### src/rtl/imm_gen_pipe_if.sv
// Handshake bundle between fetch, the immediate generator and the register-read stage.
// master drives instructions, flush and out_ready; slave is the immediate generator.
interface imm_gen_pipe_if #(
    parameter int XLEN = 32
);
    logic            flush;
    logic            in_valid;
    logic            in_ready;
    logic [31:0]     inst;
    logic [XLEN-1:0] pc;
    logic            out_valid;
    logic            out_ready;
    logic [XLEN-1:0] out_imm;
    logic [2:0]      out_fmt;
    logic [XLEN-1:0] out_target;
    logic            out_illegal;

    modport master (
        output flush, in_valid, inst, pc, out_ready,
        input  in_ready, out_valid, out_imm, out_fmt, out_target, out_illegal
    );

    modport slave (
        input  flush, in_valid, inst, pc, out_ready,
        output in_ready, out_valid, out_imm, out_fmt, out_target, out_illegal
    );
endinterface

### src/rtl/imm_gen_pipe.sv
// Registered RV32I/RV64I immediate generator with pc+imm target and a small output FIFO.
// Define IMM_GEN_ILLEGAL_DET_EN to flag unknown opcodes through out_illegal.
module imm_gen_pipe #(
    parameter int XLEN  = 32,
    parameter int DEPTH = 2
) (
    input  logic          clk,
    input  logic          reset,
    imm_gen_pipe_if.slave bus
);
    localparam int PW = $clog2(DEPTH);
    localparam int CW = $clog2(DEPTH + 1);

    typedef enum logic [2:0] {
        FMT_R     = 3'd0,
        FMT_I     = 3'd1,
        FMT_S     = 3'd2,
        FMT_B     = 3'd3,
        FMT_U     = 3'd4,
        FMT_J     = 3'd5,
        FMT_SHAMT = 3'd6
    } fmt_e;

    typedef enum logic [6:0] {
        OPC_LOAD     = 7'b0000011,
        OPC_MISC_MEM = 7'b0001111,
        OPC_OP_IMM   = 7'b0010011,
        OPC_AUIPC    = 7'b0010111,
        OPC_OP_IMM32 = 7'b0011011,
        OPC_STORE    = 7'b0100011,
        OPC_OP       = 7'b0110011,
        OPC_LUI      = 7'b0110111,
        OPC_OP_32    = 7'b0111011,
        OPC_BRANCH   = 7'b1100011,
        OPC_JALR     = 7'b1100111,
        OPC_JAL      = 7'b1101111,
        OPC_SYSTEM   = 7'b1110011
    } opcode_e;

    typedef struct packed {
        logic [XLEN-1:0] imm;
        fmt_e            fmt;
        logic [XLEN-1:0] target;
        logic            illegal;
    } entry_t;

    logic [31:0]     inst;
    logic [31:0]     imm32;
    logic [XLEN-1:0] dec_imm;
    fmt_e            dec_fmt;
    logic            dec_illegal;
    logic            shamt_hi;
    entry_t          dec_entry;

    assign inst     = bus.inst;
    // RV64 shifts use a 6-bit shamt; on RV32 inst[25] is a funct7 bit and must not leak.
    assign shamt_hi = (XLEN == 64) ? inst[25] : 1'b0;

    // NOTE: every output of this always_comb gets a default first, so no path can infer a latch.
    always_comb begin
        imm32       = '0;
        dec_fmt     = FMT_R;
        dec_illegal = 1'b0;
        case (inst[6:0])
            OPC_LOAD, OPC_JALR, OPC_SYSTEM: begin
                imm32   = {{20{inst[31]}}, inst[31:20]};
                dec_fmt = FMT_I;
            end
            OPC_OP_IMM, OPC_OP_IMM32: begin
                if (inst[13:12] == 2'b01) begin
                    imm32   = {26'd0, shamt_hi, inst[24:20]};
                    dec_fmt = FMT_SHAMT;
                end else begin
                    imm32   = {{20{inst[31]}}, inst[31:20]};
                    dec_fmt = FMT_I;
                end
            end
            OPC_STORE: begin
                imm32   = {{20{inst[31]}}, inst[31:25], inst[11:7]};
                dec_fmt = FMT_S;
            end
            OPC_BRANCH: begin
                imm32   = {{19{inst[31]}}, inst[31], inst[7], inst[30:25], inst[11:8], 1'b0};
                dec_fmt = FMT_B;
            end
            OPC_LUI, OPC_AUIPC: begin
                imm32   = {inst[31:12], 12'd0};
                dec_fmt = FMT_U;
            end
            OPC_JAL: begin
                imm32   = {{11{inst[31]}}, inst[31], inst[19:12], inst[20], inst[30:21], 1'b0};
                dec_fmt = FMT_J;
            end
            OPC_OP, OPC_OP_32, OPC_MISC_MEM: begin
                dec_fmt = FMT_R;
            end
            default: begin
`ifdef IMM_GEN_ILLEGAL_DET_EN
                dec_illegal = 1'b1;
`else
                dec_illegal = 1'b0;
`endif
            end
        endcase
    end

    assign dec_imm   = XLEN'(signed'(imm32));
    assign dec_entry = '{imm: dec_imm, fmt: dec_fmt, target: bus.pc + dec_imm,
                         illegal: dec_illegal};

    entry_t          mem [DEPTH];
    logic [PW-1:0]   wr_ptr;
    logic [PW-1:0]   rd_ptr;
    logic [CW-1:0]   count;
    logic [CW-1:0]   count_next;
    logic            in_ready;
    logic            push;
    logic            pop;

    assign push       = bus.in_valid & in_ready;
    assign pop        = bus.out_valid & bus.out_ready;
    assign count_next = count + CW'(push) - CW'(pop);

    // NOTE: state registers use non-blocking assignments so every flop samples pre-edge values.
    always_ff @(posedge clk) begin
        if (reset) begin
            count    <= '0;
            wr_ptr   <= '0;
            rd_ptr   <= '0;
            in_ready <= 1'b1;
            // NOTE: the storage is reset only because the outputs must read zero after reset;
            // a deeper FIFO would leave the array unreset and gate the outputs instead.
            for (int i = 0; i < DEPTH; i++) begin
                mem[i] <= '0;
            end
        end else if (bus.flush) begin
            count    <= '0;
            wr_ptr   <= '0;
            rd_ptr   <= '0;
            in_ready <= 1'b1;
        end else begin
            if (push) begin
                mem[wr_ptr] <= dec_entry;
                wr_ptr      <= wr_ptr + PW'(1);
            end
            if (pop) begin
                rd_ptr <= rd_ptr + PW'(1);
            end
            count    <= count_next;
            in_ready <= (count_next < CW'(DEPTH));
        end
    end

    assign bus.in_ready    = in_ready;
    assign bus.out_valid   = (count != '0);
    assign bus.out_imm     = mem[rd_ptr].imm;
    assign bus.out_fmt     = mem[rd_ptr].fmt;
    assign bus.out_target  = mem[rd_ptr].target;
    assign bus.out_illegal = mem[rd_ptr].illegal;
endmodule

### src/flat_wrapper.sv
// flat-port wrapper written by rule: the top's interface ports become plain ports
module imm_gen_pipe_flat 
#(
    parameter int XLEN  = 32,
    parameter int DEPTH = 2
)
  (clk, reset, bus_flush, bus_in_valid, bus_inst, bus_pc, bus_out_ready, bus_in_ready, bus_out_valid, bus_out_imm, bus_out_fmt, bus_out_target, bus_out_illegal);
  imm_gen_pipe_if #(.XLEN(XLEN)) bus_i ();
  input  logic clk;
  input  logic reset;
  input wire logic [$bits(bus_i.flush)-1:0] bus_flush;
  input wire logic [$bits(bus_i.in_valid)-1:0] bus_in_valid;
  input wire logic [$bits(bus_i.inst)-1:0] bus_inst;
  input wire logic [$bits(bus_i.pc)-1:0] bus_pc;
  input wire logic [$bits(bus_i.out_ready)-1:0] bus_out_ready;
  output wire logic [$bits(bus_i.in_ready)-1:0] bus_in_ready;
  output wire logic [$bits(bus_i.out_valid)-1:0] bus_out_valid;
  output wire logic [$bits(bus_i.out_imm)-1:0] bus_out_imm;
  output wire logic [$bits(bus_i.out_fmt)-1:0] bus_out_fmt;
  output wire logic [$bits(bus_i.out_target)-1:0] bus_out_target;
  output wire logic [$bits(bus_i.out_illegal)-1:0] bus_out_illegal;
  assign bus_i.flush = bus_flush;
  assign bus_i.in_valid = bus_in_valid;
  assign bus_i.inst = bus_inst;
  assign bus_i.pc = bus_pc;
  assign bus_i.out_ready = bus_out_ready;
  assign bus_in_ready = bus_i.in_ready;
  assign bus_out_valid = bus_i.out_valid;
  assign bus_out_imm = bus_i.out_imm;
  assign bus_out_fmt = bus_i.out_fmt;
  assign bus_out_target = bus_i.out_target;
  assign bus_out_illegal = bus_i.out_illegal;
  imm_gen_pipe #(.XLEN(XLEN), .DEPTH(DEPTH)) u_core (.clk(clk), .reset(reset), .bus(bus_i));
endmodule
### config.mk
export PLATFORM = sky130hd
export DESIGN_NAME = imm_gen_pipe_flat
export DESIGN_NICKNAME = d
export VERILOG_FILES = /design/src/rtl/imm_gen_pipe_if.sv /design/src/rtl/imm_gen_pipe.sv /design/src/flat_wrapper.sv
export SDC_FILE = /design/constraint.sdc
export NUM_CORES = 1
export LEC_CHECK = 0
export ABC_AREA = 1
export BUFFER_PORTS_ARGS = -buffer_cell sky130_fd_sc_hd__buf_2
export CELL_PAD_IN_SITES_DETAIL_PLACEMENT = 1
export CELL_PAD_IN_SITES_GLOBAL_PLACEMENT = 1
export CORE_MARGIN = 5
export CORE_UTILIZATION = 39
export DETAILED_ROUTE_END_ITERATION = 8
export GPL_ROUTABILITY_DRIVEN = 0
export HOLD_SLACK_MARGIN = 0.15
export PLACE_DENSITY_LB_ADDON = 0.1
export SETUP_SLACK_MARGIN = 0.4
export SLEW_MARGIN = 20
export SYNTH_ARGS = -nofsm -noshare
export SYNTH_HDL_FRONTEND = slang
export SYNTH_SLANG_ARGS = --single-unit
### constraint.sdc
create_clock -name clk -period 3.1 [get_ports clk]
set_input_delay 0.155 -clock clk [delete_from_list [all_inputs] [get_ports clk]]
set_output_delay 0.155 -clock clk [all_outputs]
set_load 0.02 [all_outputs]
# Word-level counts from Yosys, hierarchy flattened
# Memory sizes are Yosys's and may differ from the RTL's. A register that Yosys moved wholly into a read port is not among the register bits.
# Index checks and enable logic that the tools add are counted.
# totals
latchBits,0
register_bits,5
input_bits,69
ramBits,134
elab_cells,45
memories,1
romBits,0
output_inout_bits,70
# memory_table
name,words,width,rd,rd_ports_with_merged_regs,wr,line_no,text
u_core.mem,2,67,1,1,2,imm_gen_pipe.sv:111,entry_t mem [DEPTH];
# classes
eq_ne,11
mux,15
n_div,0
n_addsub,5
n_mul,0
bitwise,2
shifts,0
order_cmp,1
reduce_logical,6
# op_table
cell,n
$pmux 32 s6,1
$mux 67,1
$reduce_or 67->1,1
$add 32x32->32,1
$mux 32,1
$eq 7x7->1 const B,4
$eq 7x5->1 const B,3
$pmux 3 s6,1
$eq 7x6->1 const B,2
$mux 1,10
$eq 7x2->1 const B,1
$reduce_or 2->1,3
$mux 3,1
$reduce_or 3->1,1
$add 1x1->1 const B,2
$add 2x1->2,1
$and 1x1->1,2
$eq 2x1->1 const B,1
$lt 2x2->1 const B,1
$reduce_bool 2->1,1
$sub 2x1->2,1

# Depth between registers and ports, before layout
# Gate-level depths: netlist (run 1).
# logic_depth
word_depth,7
mapped_depth,22
ltp_nobuf,22

# Least setup slack after synthesis (run 1)
# OpenSTA, ideal clock, no wires.
# synth_timing
path_type,flip-flop to flip-flop
startpoint,"register u_core.in_ready, in the netlist u_core.bus.in_ready"
endpoint,memory u_core.mem[0][0] (netlist name) (enable)
path_buffers,2
arrival_ns,2.648
synth_period_minus_slack_ns,3.074
setup_time_ns,0.427
required_ns,2.673
path_stages_with_launch,7
slack_ns,0.026
cell_sequence,dfxtp_1 > nand2_1 > nor3_4 > inv_1 > buf_2 > buf_2 > nand2_1
# synth_rtl
element,line_no,text
start: declaration,imm_gen_pipe.sv:116,logic in_ready;
start signal: assignment,imm_gen_pipe.sv:150,in_ready <= (count_next < CW'(DEPTH));
end: declaration,imm_gen_pipe.sv:111,

==> results of run 1 <==
## critical path, stage by stage
cell,delay [ns]
dlygate4sd3_1,0.53
buf_2,0.12
nor2_2,0.16
dlygate4sd3_1,0.67
inv_1,0.11
nor3_4,0.26
inv_2,0.08
nand2_2,0.09
buf_6,0.39
## Yosys cell counts, drive strengths merged
cell type / count
fa: 1
clkbuf: 4
nand2: 245
nand3: 37
o21ai: 11
a21oi: 71
nor2: 161
o21bai: 5
ha: 33
o22ai: 2
dfxtp: 6
mux2: 67
a211oi: 1
nand4: 5
a22oi: 1
xnor2: 14
or2: 3
nor3: 10
a21o: 3
edfxtp: 134
and2: 1
conb: 1
xor2: 2
buf: 22
nand3b: 9
inv: 139
## cell families (layout without fill, tap and decap cells)
family,Yosys count,in the layout,synth area share
adders and majority gates,34,34,0.0501
xor gates and xnor gates,16,16,0.0162
muxes,67,67,0.0874
DFF,140,140,0.480
buffers and inverters,165,388,0.0743
and+or+nand+nor,471,472,0.229
AOI/OAI and AO/OA,94,94,0.0627
other,1,1,0.000434
## how the worst min path moves through the flow
stage / to / slack (ns) / cells after the start / startpoint
final: u_core.mem[1][35]$_SDFFCE_PN0P_ / 0.17 / 3 / bus_inst[7]
after detailed placement: flip-flop / 0.44 / 1 / u_core.rd_ptr$_SDFFE_PP0P_
after CTS: u_core.mem[1][35]$_SDFFCE_PN0P_ / 0.17 / 3 / bus_inst[7]
after floorplan: u_core.bus.in_ready$_SDFF_PP1_ / 0.30 / 2 / reset
after global placement: flip-flop / 0.43 / 1 / u_core.rd_ptr$_SDFFE_PP0P_
after global routing: u_core.mem[1][35]$_SDFFCE_PN0P_ / 0.20 / 3 / bus_inst[7]
## sequential cells by signal (all words and copies together) (netlist names), named ones only
register / cells
u_core.mem: 134
u_core.rd_ptr: 1
u_core.wr_ptr: 1
u_core.count: 2
u_core.bus.in_ready: 1
## metrics by stage
step	power, uW	worst slack [ns]	util	instances	hold slack [ns]
floorplan	2650	0.523	-	988	0.301
global route	5190	0.364	0.515	1492	0.196
finish	5000	0.550	0.515	1492	0.172
detailed placement	2950	-0.267	0.459	1436	0.440
CTS	5000	0.403	0.496	1487	0.169
global placement	2940	-0.206	0.459	1436	0.426
## layer usage
layer  vias up  track usage
li1       3661            -
met1      3613        0.286
met2       141        0.367
met3        18       0.0363
met4         0       0.0512
met5         -            0
## area by class of cell
| class | instances | share of cell area |
|---|---|---|
| Clock buffer | 19 | 0.0413 |
| Clock inverter | 13 | 0.0104 |
| Timing Repair Buffer | 217 | 0.122 |
| Sequential cell | 140 | 0.369 |
| Tap cell | 280 | 0.0312 |
| Multi-Input combinational cell | 684 | 0.379 |
| Inverter | 139 | 0.0468 |
## repair_timing
item                                   4_1_cts  5_1_grt
gates cloned                                 0        1
gates resized for setup                     10       73
setup endpoints to repair                   23       92
pin swaps                                    1        5
hold buffers                                18        0
buffers inserted                             1        4
endpoints found under the hold margin       29        0
## power by group
group          internal (uW)  leakage [uW]  switching (uW)
Combinational            298       0.00370             483
Sequential              2160       0.00144            24.4
Clock                   1120      0.000291             904
==> metrics.cfg, run 1 <==
[outcome]
status = complete, no violations

[worst_setup_path]
crit_path_end = u_core.mem[0][24]$_SDFFCE_PN0P_
r2r_end = u_core.mem[1][39]$_SDFFCE_PN0P_
arrival_ns = 2.62
critical_path_required_ns = 3.17
crit_start = bus_flush
end_kind = flip-flop
startpoint_type = input pin
r2r_cells = 7
critPathMaxFanout = 44
r2r_start = u_core.bus.in_ready$_SDFF_PP1_
crit_type = in2reg
r2r_setup_slack_ns = 1.24

[cts]
root_buffer = clkbuf_16
numCtsBuffers = 17
max-clock-path-buffers = 2
path_clk_slew_ns = 0.06
cts_tree = built
clock_latency_ns = 0.43
htreeDepth = 4
cts.sinks = 140

[cells_and_area]
final_cell_mix = nand2_1 (217), nor2_1 (147), buf_2 (137)
final_common_cell = nand2_1
regArea_mm2 = 0.00415
layout.nets = 1302
num_antenna_cells = 0
fillers = 2602
multi_input_area_mm2 = 0.00426
finalInstanceArea_mm2 = 0.0112
drive_gt1_frac = 0.329
areaGrowthSynthToFinish_pct = 30.0

[placed_design]
dp_hpwl_mm = 20.8
dpl_cell_area_mm2 = 0.0100
io_buffers = 137

[yosys]
ys_seq_elements = 140
syn_nets = 1091
seq_area_frac_synth = 0.480
yosysTopAreaCell = edfxtp_1
ys.warnings.count = 0
syn_avg_cell_area_um2 = 8.74
synth_area_mm2 = 0.00864
synth_top_area_share = 0.466
ys_types = 40
syn_inst = 988
synthTopCellsByArea = edfxtp_1 (47%), nand2_1 (11%), mux2_2 (8.7%), nor2_1 (6.8%), inv_1 (6.0%)

[sta]
max-slew-margin-rel = 0.458
hold_viol = 0
drv_slew = 0
fin_crit_ns = 2.55
timing.fmax_mhz = 392
final.setup_skew_ns = 0.0136
rsz0062_at_grt = true
setup_viol = 0
worstMarginPinSlew_ns = 0.813
fin_tns_setup_ns = 0
fin_crit_sh = 0.822

[drt]
post-route-drc-count = 0
ant_nets = 0
wirelength_mm = 27.6
wl_met3_mm = 1.04
met1_length_mm = 12.7
routed.top_layer = met4
vias_per_cell = 4.98
firstDrtPassIters = 4
wl_met2_mm = 13.6
drt-initial-drc-count = 332
vias = 7433
wl_per_cell_um = 18.5

[floorplanning]
core_mm2 = 0.0218
boundaryPins = 139
start_util = 0.396
dieArea_mm2 = 0.0252
rows = 54
die_height_um = 159
die_x_um = 159

[grt]
grt_antenna_before_repair = 0
gr-usage-all-layers = 0.215
grt_overflow_total = 0
grt_max_degree = 65
grt_pass1_vias = 7875
grt_pass1_wl_mm = 43.0

[power_and_ir_drop]
leakage_uw = 0.00543
power_density_mw_per_mm2 = 445
vdd_drop_max_uv = 355

[flow_run]
cap_violations = 0

[hold_path]
hp-class = in2reg

(Power assumes the default switching activity.)
==> inputs of run 2 (changes only) <==
clock period = 2.15 ns   (was 3.1 ns; I/O delays follow)
==> run 2 against run 1 <==
Against the previous run:
- final area is 37% higher
- global-route usage increased by 3.9 points
- clock-buffer cell count is 2 higher
- the flow now finishes with violations (setup timing)
- sequential power grew 45%
- via count grew 29%
- critical path depth is 9 higher
- wire length is 75% higher
- register-to-register slack lost 0.84 ns
- first-iteration DRC count grew to 3.1 times the previous value
- flip-flop and latch count stayed put
- sequential share of layout area down 10 points
==> metrics.cfg, run 2 (synthesis gave the netlist of run 1 again) <==
[outcome]
status = finished, violations left  ; was complete, no violations
violations = setup timing

[sta]
holdWs_ns = 0.214  ; was 0.172 ns
hold_viol = 0  ; unchanged
final.setup_skew_ns = 0.0131  ; was 0.0136 ns
worstMarginPinSlew_ns = 0.636  ; was 0.813 ns
max-slew-margin-rel = 0.576  ; was 0.458
fin_crit_ns = 2.66
fin_tns_setup_ns = -13.10  ; was 0 ns
rsz0062_at_grt = true  ; unchanged
setup_viol = 55  ; was 0
drv_slew = 0  ; unchanged
fin_crit_sh = 1.24
finalWorstSetupSlack_ns = -0.511  ; was 0.550 ns
timing.fmax_mhz = 376

[power_and_ir_drop]
internal_power_uw = 5670  ; was 3580 uW
p_comb_frac = 0.243  ; was 0.156
vdd_drop_max_uv = 528  ; was 355 uV
p_sw_uw = 2600  ; was 1410 uW
power_density_mw_per_mm2 = 536  ; was 445 mW/mm2
power_frac_seq = 0.385  ; was 0.438
leakage_uw = 0.00711  ; was 0.00543 uW
switching_share = 0.314  ; was 0.282
clockPowerShare = 0.372  ; was 0.406

[cells_and_area]
top_regs = u_core.mem: 134 flops, u_core.count: 2 flops  ; unchanged
fillers = 2213  ; was 2602
finish.utilization = 0.706  ; was 0.515
layout.nets = 1448  ; was 1302
areaGrowthSynthToFinish_pct = 78.5  ; was 30.0%
num_antenna_cells = 0  ; unchanged
final_cells = 1638  ; was 1492
drive_gt1_frac = 0.633  ; was 0.329
final_common_cell = buf_4  ; was nand2_1
largest_register_ffs = 134  ; unchanged
finalInstanceArea_mm2 = 0.0154  ; was 0.0112 mm2
largest-register = u_core.mem  ; unchanged
final_cell_mix = buf_4 (154), edfxtp_1 (134), buf_6 (117)  ; was nand2_1 (217), nor2_1 (147), buf_2 (137)

[grt]
gr-usage-all-layers = 0.254  ; was 0.215
grt_pass1_vias = 9053  ; was 7875
grt_overflow_total = 0  ; unchanged
grt_pass1_wl_mm = 50.2  ; was 43.0 mm
grt_max_degree = 68  ; was 65
grt_antenna_before_repair = 0  ; unchanged

[worst_setup_path]
r2r_end = u_core.mem[1][38]$_SDFFCE_PN0P_  ; was u_core.mem[1][39]$_SDFFCE_PN0P_
crit_start = bus_inst[31]  ; was bus_flush
crit_type = in2reg  ; unchanged
r2r_setup_slack_ns = 0.40  ; was 1.24 ns
r2r_start = u_core.bus.in_ready$_SDFF_PP1_  ; unchanged
r2r_cells = 7  ; unchanged
critPathMaxFanout = 7  ; was 44
arrival_ns = 2.93  ; was 2.62 ns
critical_path_required_ns = 2.42  ; was 3.17 ns
startpoint_type = input pin  ; unchanged
end_kind = flip-flop  ; unchanged
crit_path_end = u_core.mem[0][31]$_SDFFCE_PN0P_  ; was u_core.mem[0][24]$_SDFFCE_PN0P_

[drt]
vias = 9586  ; was 7433
vias_per_cell = 5.85  ; was 4.98
firstDrtPassIters = 7  ; was 4
wl_per_cell_um = 29.5  ; was 18.5 um
ant_nets = 0  ; unchanged
wirelength_mm = 48.4  ; was 27.6 mm
drt-initial-drc-count = 1022  ; was 332
post-route-drc-count = 0  ; unchanged

[flow_run]
cap_violations = 0  ; unchanged

[cts]
cts.sinks = 140  ; unchanged
max-clock-path-buffers = 2  ; unchanged
path_clk_slew_ns = 0.07  ; was 0.06 ns
clock_latency_ns = 0.46  ; was 0.43 ns
numCtsBuffers = 17  ; unchanged
root_buffer = clkbuf_16  ; unchanged
htreeDepth = 4  ; unchanged
cts_tree = built  ; unchanged

[floorplanning]
die_height_um = 159  ; unchanged
dieArea_mm2 = 0.0252  ; unchanged
start_util = 0.396  ; unchanged
rows = 54  ; unchanged
boundaryPins = 139  ; unchanged
core_mm2 = 0.0218  ; unchanged
die_x_um = 159  ; unchanged

[placed_design]
io_buffers = 137  ; unchanged
numPlacedInstances = 1515  ; was 1436
dpl_cell_area_mm2 = 0.0112  ; was 0.0100 mm2
dp_hpwl_mm = 21.8  ; was 20.8 mm

[hold_path]
hp-class = in2reg  ; unchanged

-- run 2: cell types whose count changed in the layout (fill, tap and decap cells not counted), sizes merged --
cell,before,now
buf,199,354
clkbuf,19,26
clkinv,3,9
clkinvlp,1,0
dlygate4sd3,18,4
dlymetal6s4s,0,1
inv,148,141
nand3b,10,9
-- run 2: metal layers --
layer / wire length, um / GRT usage / up-vias
met3: 3580 / 0.0588 / 217
met2: 24100 / 0.461 / 601
met4: 3060 / 0.0551 / 0
li1: - / - / 3954
met5: 0 / 0 / -
met1: 17600 / 0.305 / 4814
-- run 2: what timing repair did --
| action | 4_1_cts | 5_1_grt |
|---|---|---|
| pin swaps | 63 | 145 |
| hold buffers | 4 | 1 |
| endpoints found under the setup margin | 128 | 208 |
| buffers inserted | 23 | 53 |
| gates resized for setup | 306 | 448 |
| gates cloned | 0 | 10 |
| endpoints found under the hold margin | 8 | 1 |
-- run 2: worst min path at each step --
stage,startpoint,to,cells past startpoint
after floorplan,reset,u_core.bus.in_ready$_SDFF_PP1_,2
after global placement,bus_flush,u_core.bus.in_ready$_SDFF_PP1_,3
after detailed placement,bus_flush,u_core.bus.in_ready$_SDFF_PP1_,3
after CTS,bus_pc[0],u_core.mem[1][0]$_SDFFCE_PN0P_,4
after global routing,bus_inst[21],u_core.mem[1][56]$_SDFFCE_PN0P_,4
final,bus_inst[29],u_core.mem[1][64]$_SDFFCE_PN0P_,4
-- run 2: area by class of cell --
type | instances | area, um2 | area share
inverter | 139 | 582 | 0.0377
multi-input combinational | 683 | 6400 | 0.416
tap | 280 | 350 | 0.0227
timing repair buffer | 364 | 3350 | 0.218
sequential | 140 | 4150 | 0.269
clock inverter | 11 | 80.1 | 0.00520
clock buffer | 21 | 493 | 0.0320
-- run 2: metrics by stage --
step | setup WS (ns) | total power (uW)
final | -0.511 | 8270
after global routing | -0.608 | 8420
after CTS | -0.0910 | 7630
after detailed placement | -0.851 | 4430
after global placement | -0.738 | 4400
after floorplan | -0.136 | 3890
-- run 2: worst max-delay path: stages --
cell	delay, ns
buf_2	0.12
inv_1	0.31
nor2_8	0.12
buf_4	0.16
a211oi_2	0.26
nand2_1	0.18
ha_1	0.42
nand2_4	0.15
inv_1	0.06
nand2_1	0.08
nand2_1	0.10
nand2_1	0.10
nand2_1	0.08
a21oi_2	0.16
nand2_2	0.12
nand3_1	0.11
nand2_2	0.08
nor2_1	0.21
-- run 2: power by group through the flow --
stage               logic (uW)  clock network (uW)  registers, uW
global route              2070                3160           3180
finish                    2010                3080           3180
detailed placement        1220                   0           3210
floorplan                  694                   0           3200
CTS                       1480                2990           3160
global placement          1200                   0           3200
==> inputs of run 3 (changes only) <==
ABC_AREA = not set   (was 1)
CORE_UTILIZATION = 41   (was 39)
==> run 3 against run 2 <==
Against the previous run:
- the run still ends with setup timing left
- power shrank 5.9%
- non-clock buffer count shrank 2
- synthesized cell count shrank 26%
- final cell count shrank 17%
- clock skew grew 0.0048 ns
- utilization shrank 3.5 points
- wire length shrank 29%
- register-to-register slack lost 0.20 ns
- maximum frequency shrank 16%
- critical path type unchanged
- largest cell class unchanged
- largest power group unchanged
==> metrics.cfg, run 3 <==
[placed_design]
dpl_worst_slack_ns = -1.58  ; was -0.851 ns
io_buffers = 137  ; unchanged
dp_hpwl_mm = 19.4  ; was 21.8 mm
numPlacedInstances = 1267  ; was 1515
dpl_cell_area_mm2 = 0.0105  ; was 0.0112 mm2

[yosys]
syn_nets = 835  ; was 1091
ys.flop_type = edfxtp_1  ; unchanged
syn_avg_cell_area_um2 = 11.1  ; was 8.74 um2
ys.warnings.count = 0  ; unchanged
yosys.cell_count.top_type = edfxtp_1  ; was nand2_1
synth_top_area_share = 0.495  ; was 0.466
synth_edf_count = 134  ; unchanged
syn_inst = 732  ; was 988
yosysTopAreaCell = edfxtp_1  ; unchanged
seq_area_frac_synth = 0.510  ; was 0.480
ys_types = 62  ; was 40
synthTopCellsByArea = edfxtp_1 (49%), mux2_2 (9.3%), nor2_1 (5.8%), ha_1 (5.1%), a21oi_1 (3.0%)  ; was edfxtp_1 (47%), nand2_1 (11%), mux2_2 (8.7%), nor2_1 (6.8%), inv_1 (6.0%)
synthArstFlopShare = 0  ; unchanged
synth.top_cells.by_count = edfxtp_1 (134), nor2_1 (126), mux2_2 (67)  ; was nand2_1 (242), nor2_1 (156), inv_1 (138)
synth_area_mm2 = 0.00813  ; was 0.00864 mm2
ys_seq_elements = 140  ; unchanged

[sta]
worstMarginPinSlew_ns = 0.560  ; was 0.636 ns
fin_crit_ns = 3.17  ; was 2.66 ns
setup_viol = 58  ; was 55
final.setup_skew_ns = 0.0179  ; was 0.0131 ns
max-slew-margin-rel = 0.622  ; was 0.576
rsz0062_at_grt = true  ; unchanged
timing.fmax_mhz = 316  ; was 376 MHz
drv_slew = 0  ; unchanged
finalWorstSetupSlack_ns = -1.02  ; was -0.511 ns
fin_crit_sh = 1.47  ; was 1.24
hold_viol = 0  ; unchanged

[power_and_ir_drop]
power_density_mw_per_mm2 = 594  ; was 536 mW/mm2
p_comb_frac = 0.211  ; was 0.243
p_sw_uw = 2180  ; was 2600 uW
clockPowerShare = 0.381  ; was 0.372
internal_power_uw = 5590  ; was 5670 uW
power_frac_seq = 0.407  ; was 0.385
leakage_uw = 0.00554  ; was 0.00711 uW
total_power_uw = 7780  ; was 8270 uW
switching_share = 0.281  ; was 0.314
vdd_drop_max_uv = 581  ; was 528 uV

[floorplanning]
boundaryPins = 139  ; unchanged
die_height_um = 151  ; was 159 um
start_util = 0.416  ; was 0.396
rows = 51  ; was 54
core_mm2 = 0.0195  ; was 0.0218 mm2
dieArea_mm2 = 0.0227  ; was 0.0252 mm2
die_x_um = 151  ; was 159 um

[worst_setup_path]
critPathMaxFanout = 7  ; unchanged
startpoint_type = input pin  ; unchanged
end_kind = flip-flop  ; unchanged
critical_path_required_ns = 2.32  ; was 2.42 ns
arrival_ns = 3.34  ; was 2.93 ns
cpPeakStageDelay_ns = 0.34  ; was 0.42 ns
crit_type = in2reg  ; unchanged
crit_top_cell = buf_4  ; was nand2_1
cp_top_family = compound AO/OA/AOI/OAI gates  ; was simple AND/OR/NAND/NOR gates
path_cells = buf_2 > and3b_2 > nor4bb_4 > buf_4 > a21o_4 > or3_4 > buf_6 > and2_4 > ha_4 > o21a_1 > o211a_1 > a22oi_2 > o2111ai_2 > buf_4 > a31oi_4 > xor2_2 > nor2_1  ; was buf_2 > inv_1 > nor2_8 > buf_4 > a211oi_2 > nand2_1 > ha_1 > nand2_4 > inv_1 > nand2_1 > nand2_1 > nand2_1 > nand2_1 > a21oi_2 > nand2_2 > nand3_1 > nand2_2 > nor2_1
worst_path_max_delay_cell = or3_4  ; was ha_1
r2r_setup_slack_ns = 0.20  ; was 0.40 ns
critPathBufInv = 4  ; unchanged

[cells_and_area]
fillers = 2001  ; was 2213
largest_register_ffs = 134  ; unchanged
final_cells = 1357  ; was 1638
areaGrowthSynthToFinish_pct = 61.1  ; was 78.5%
final_common_cell = buf_4  ; unchanged
finalInstanceArea_mm2 = 0.0131  ; was 0.0154 mm2
largest-register = u_core.mem  ; unchanged
layout.nets = 1182  ; was 1448
finish.utilization = 0.671  ; was 0.706
num_antenna_cells = 0  ; unchanged
final_cell_mix = buf_4 (188), edfxtp_1 (134), nor2_1 (119)  ; was buf_4 (154), edfxtp_1 (134), buf_6 (117)
top_regs = u_core.mem: 134 flops, u_core.count: 2 flops  ; unchanged
drive_gt1_frac = 0.603  ; was 0.633

[cts]
cts.sinks = 140  ; unchanged
cts_hold_buf = 4  ; unchanged
numCtsBuffers = 17  ; unchanged
root_buffer = clkbuf_16  ; unchanged
path_clk_slew_ns = 0.06  ; was 0.07 ns
cts_tree = built  ; unchanged
htreeDepth = 4  ; unchanged
max-clock-path-buffers = 2  ; unchanged
clock_latency_ns = 0.43  ; was 0.46 ns

[grt]
grt_overflow_total = 0  ; unchanged
gr-usage-all-layers = 0.255  ; was 0.254
grt_pass1_wl_mm = 43.7  ; was 50.2 mm
grt_max_degree = 42  ; was 68
grt_antenna_before_repair = 0  ; unchanged
grt_pass1_vias = 8107  ; was 9053

[drt]
vias = 7713  ; was 9586
drt-initial-drc-count = 354  ; was 1022
vias_per_cell = 5.68  ; was 5.85
wl_per_cell_um = 25.4  ; was 29.5 um
post-route-drc-count = 0  ; unchanged
ant_nets = 0  ; unchanged
wirelength_mm = 34.5  ; was 48.4 mm
firstDrtPassIters = 5  ; was 7

[outcome]
violations = setup timing  ; unchanged
status = finished, violations left  ; unchanged

[flow_run]
cap_violations = 0  ; unchanged

[hold_path]
hp-class = in2reg  ; unchanged

## run 3: cell count changes after synthesis, sizes merged, moves of 13 or more
cell / change
nand2: -217
inv: -101
nor2: -35
nand3: -28
clkbuf: +20
and2: +17
and3: +16
xor2: +15
a21oi: -13
## run 3: per-stage QoR
| stage | TNS [ns] | hold WS [ns] |
|---|---|---|
| after floorplan | -47.59 | 0.184 |
| after global placement | -67.09 | 0.350 |
| after detailed placement | -73.74 | 0.365 |
| after CTS | -35.30 | 0.141 |
| after global routing | -52.22 | 0.158 |
| final | -48.72 | 0.161 |
## run 3: path summary, 6_finish.rpt
| kind | endpoint | cells past startpoint | startpoint |
|---|---|---|---|
| max | u_core.mem[1][27]$_SDFFCE_PN0P_ | 17 | bus_inst[3] |
| max reg2reg | u_core.mem[0][29]$_SDFFCE_PN0P_ | 5 | u_core.bus.in_ready$_SDFF_PP1_ |
| min | u_core.mem[1][48]$_SDFFCE_PN0P_ | 4 | bus_inst[13] |
| min reg2reg | flip-flop | 2 | u_core.rd_ptr$_SDFFE_PP0P_ |
## run 3: cell families after synthesis
family                     synth area share
AOI/OAI and AO/OA                     0.125
buffers and inverters                0.0382
adders and majority gates            0.0532
muxes                                0.0928
and+or+nand+nor                       0.147
DFF                                   0.510
other                              0.000461
xor gates and xnor gates             0.0345
## run 3: power by group through the flow
stage                     Combinational (uW)  Clock (uW)  Sequential (uW)
final                                   1640        2970             3170
after global routing                    1710        3110             3180
after CTS                               1370        2950             3160
after detailed placement                1200           0             3220
after global placement                  1160           0             3210
after floorplan                          650           0             3210
## run 3: routing by layer
metal	part of all wire	track usage	routed length, um	vias to the layer above
met5	0	0	0	-
met4	0.036	0.0952	1250	0
met3	0.047	0.0407	1640	84
met2	0.53	0.474	18300	320
met1	0.39	0.294	13400	3952
li1	-	-	-	3357
## run 3: layout make-up
cell class                      count  area [um2]  area share
Clock buffer                       18         429      0.0328
Clock inverter                     14         144      0.0110
Inverter                           38         148      0.0113
Multi-Input combinational cell    520        4970       0.379
Sequential cell                   140        4150       0.317
Tap cell                          265         332      0.0253
Timing Repair Buffer              362        2930       0.224
## run 3: what timing repair did
item                                    4_1_cts  5_1_grt
hold endpoints to repair                     10        2
gates cloned                                  0        8
pin swaps                                    89       61
endpoints found under the setup margin      219      181
resized for setup                           145      161
setup buffers                                29       17
## run 3: worst reg2reg max path: stages, from the launching register on
cell      delay [ns]
dfxtp_4         0.35
nand2_4         0.06
or4_4           0.58
or4_1           0.54
o311ai_0        0.13
a211o_1         0.16
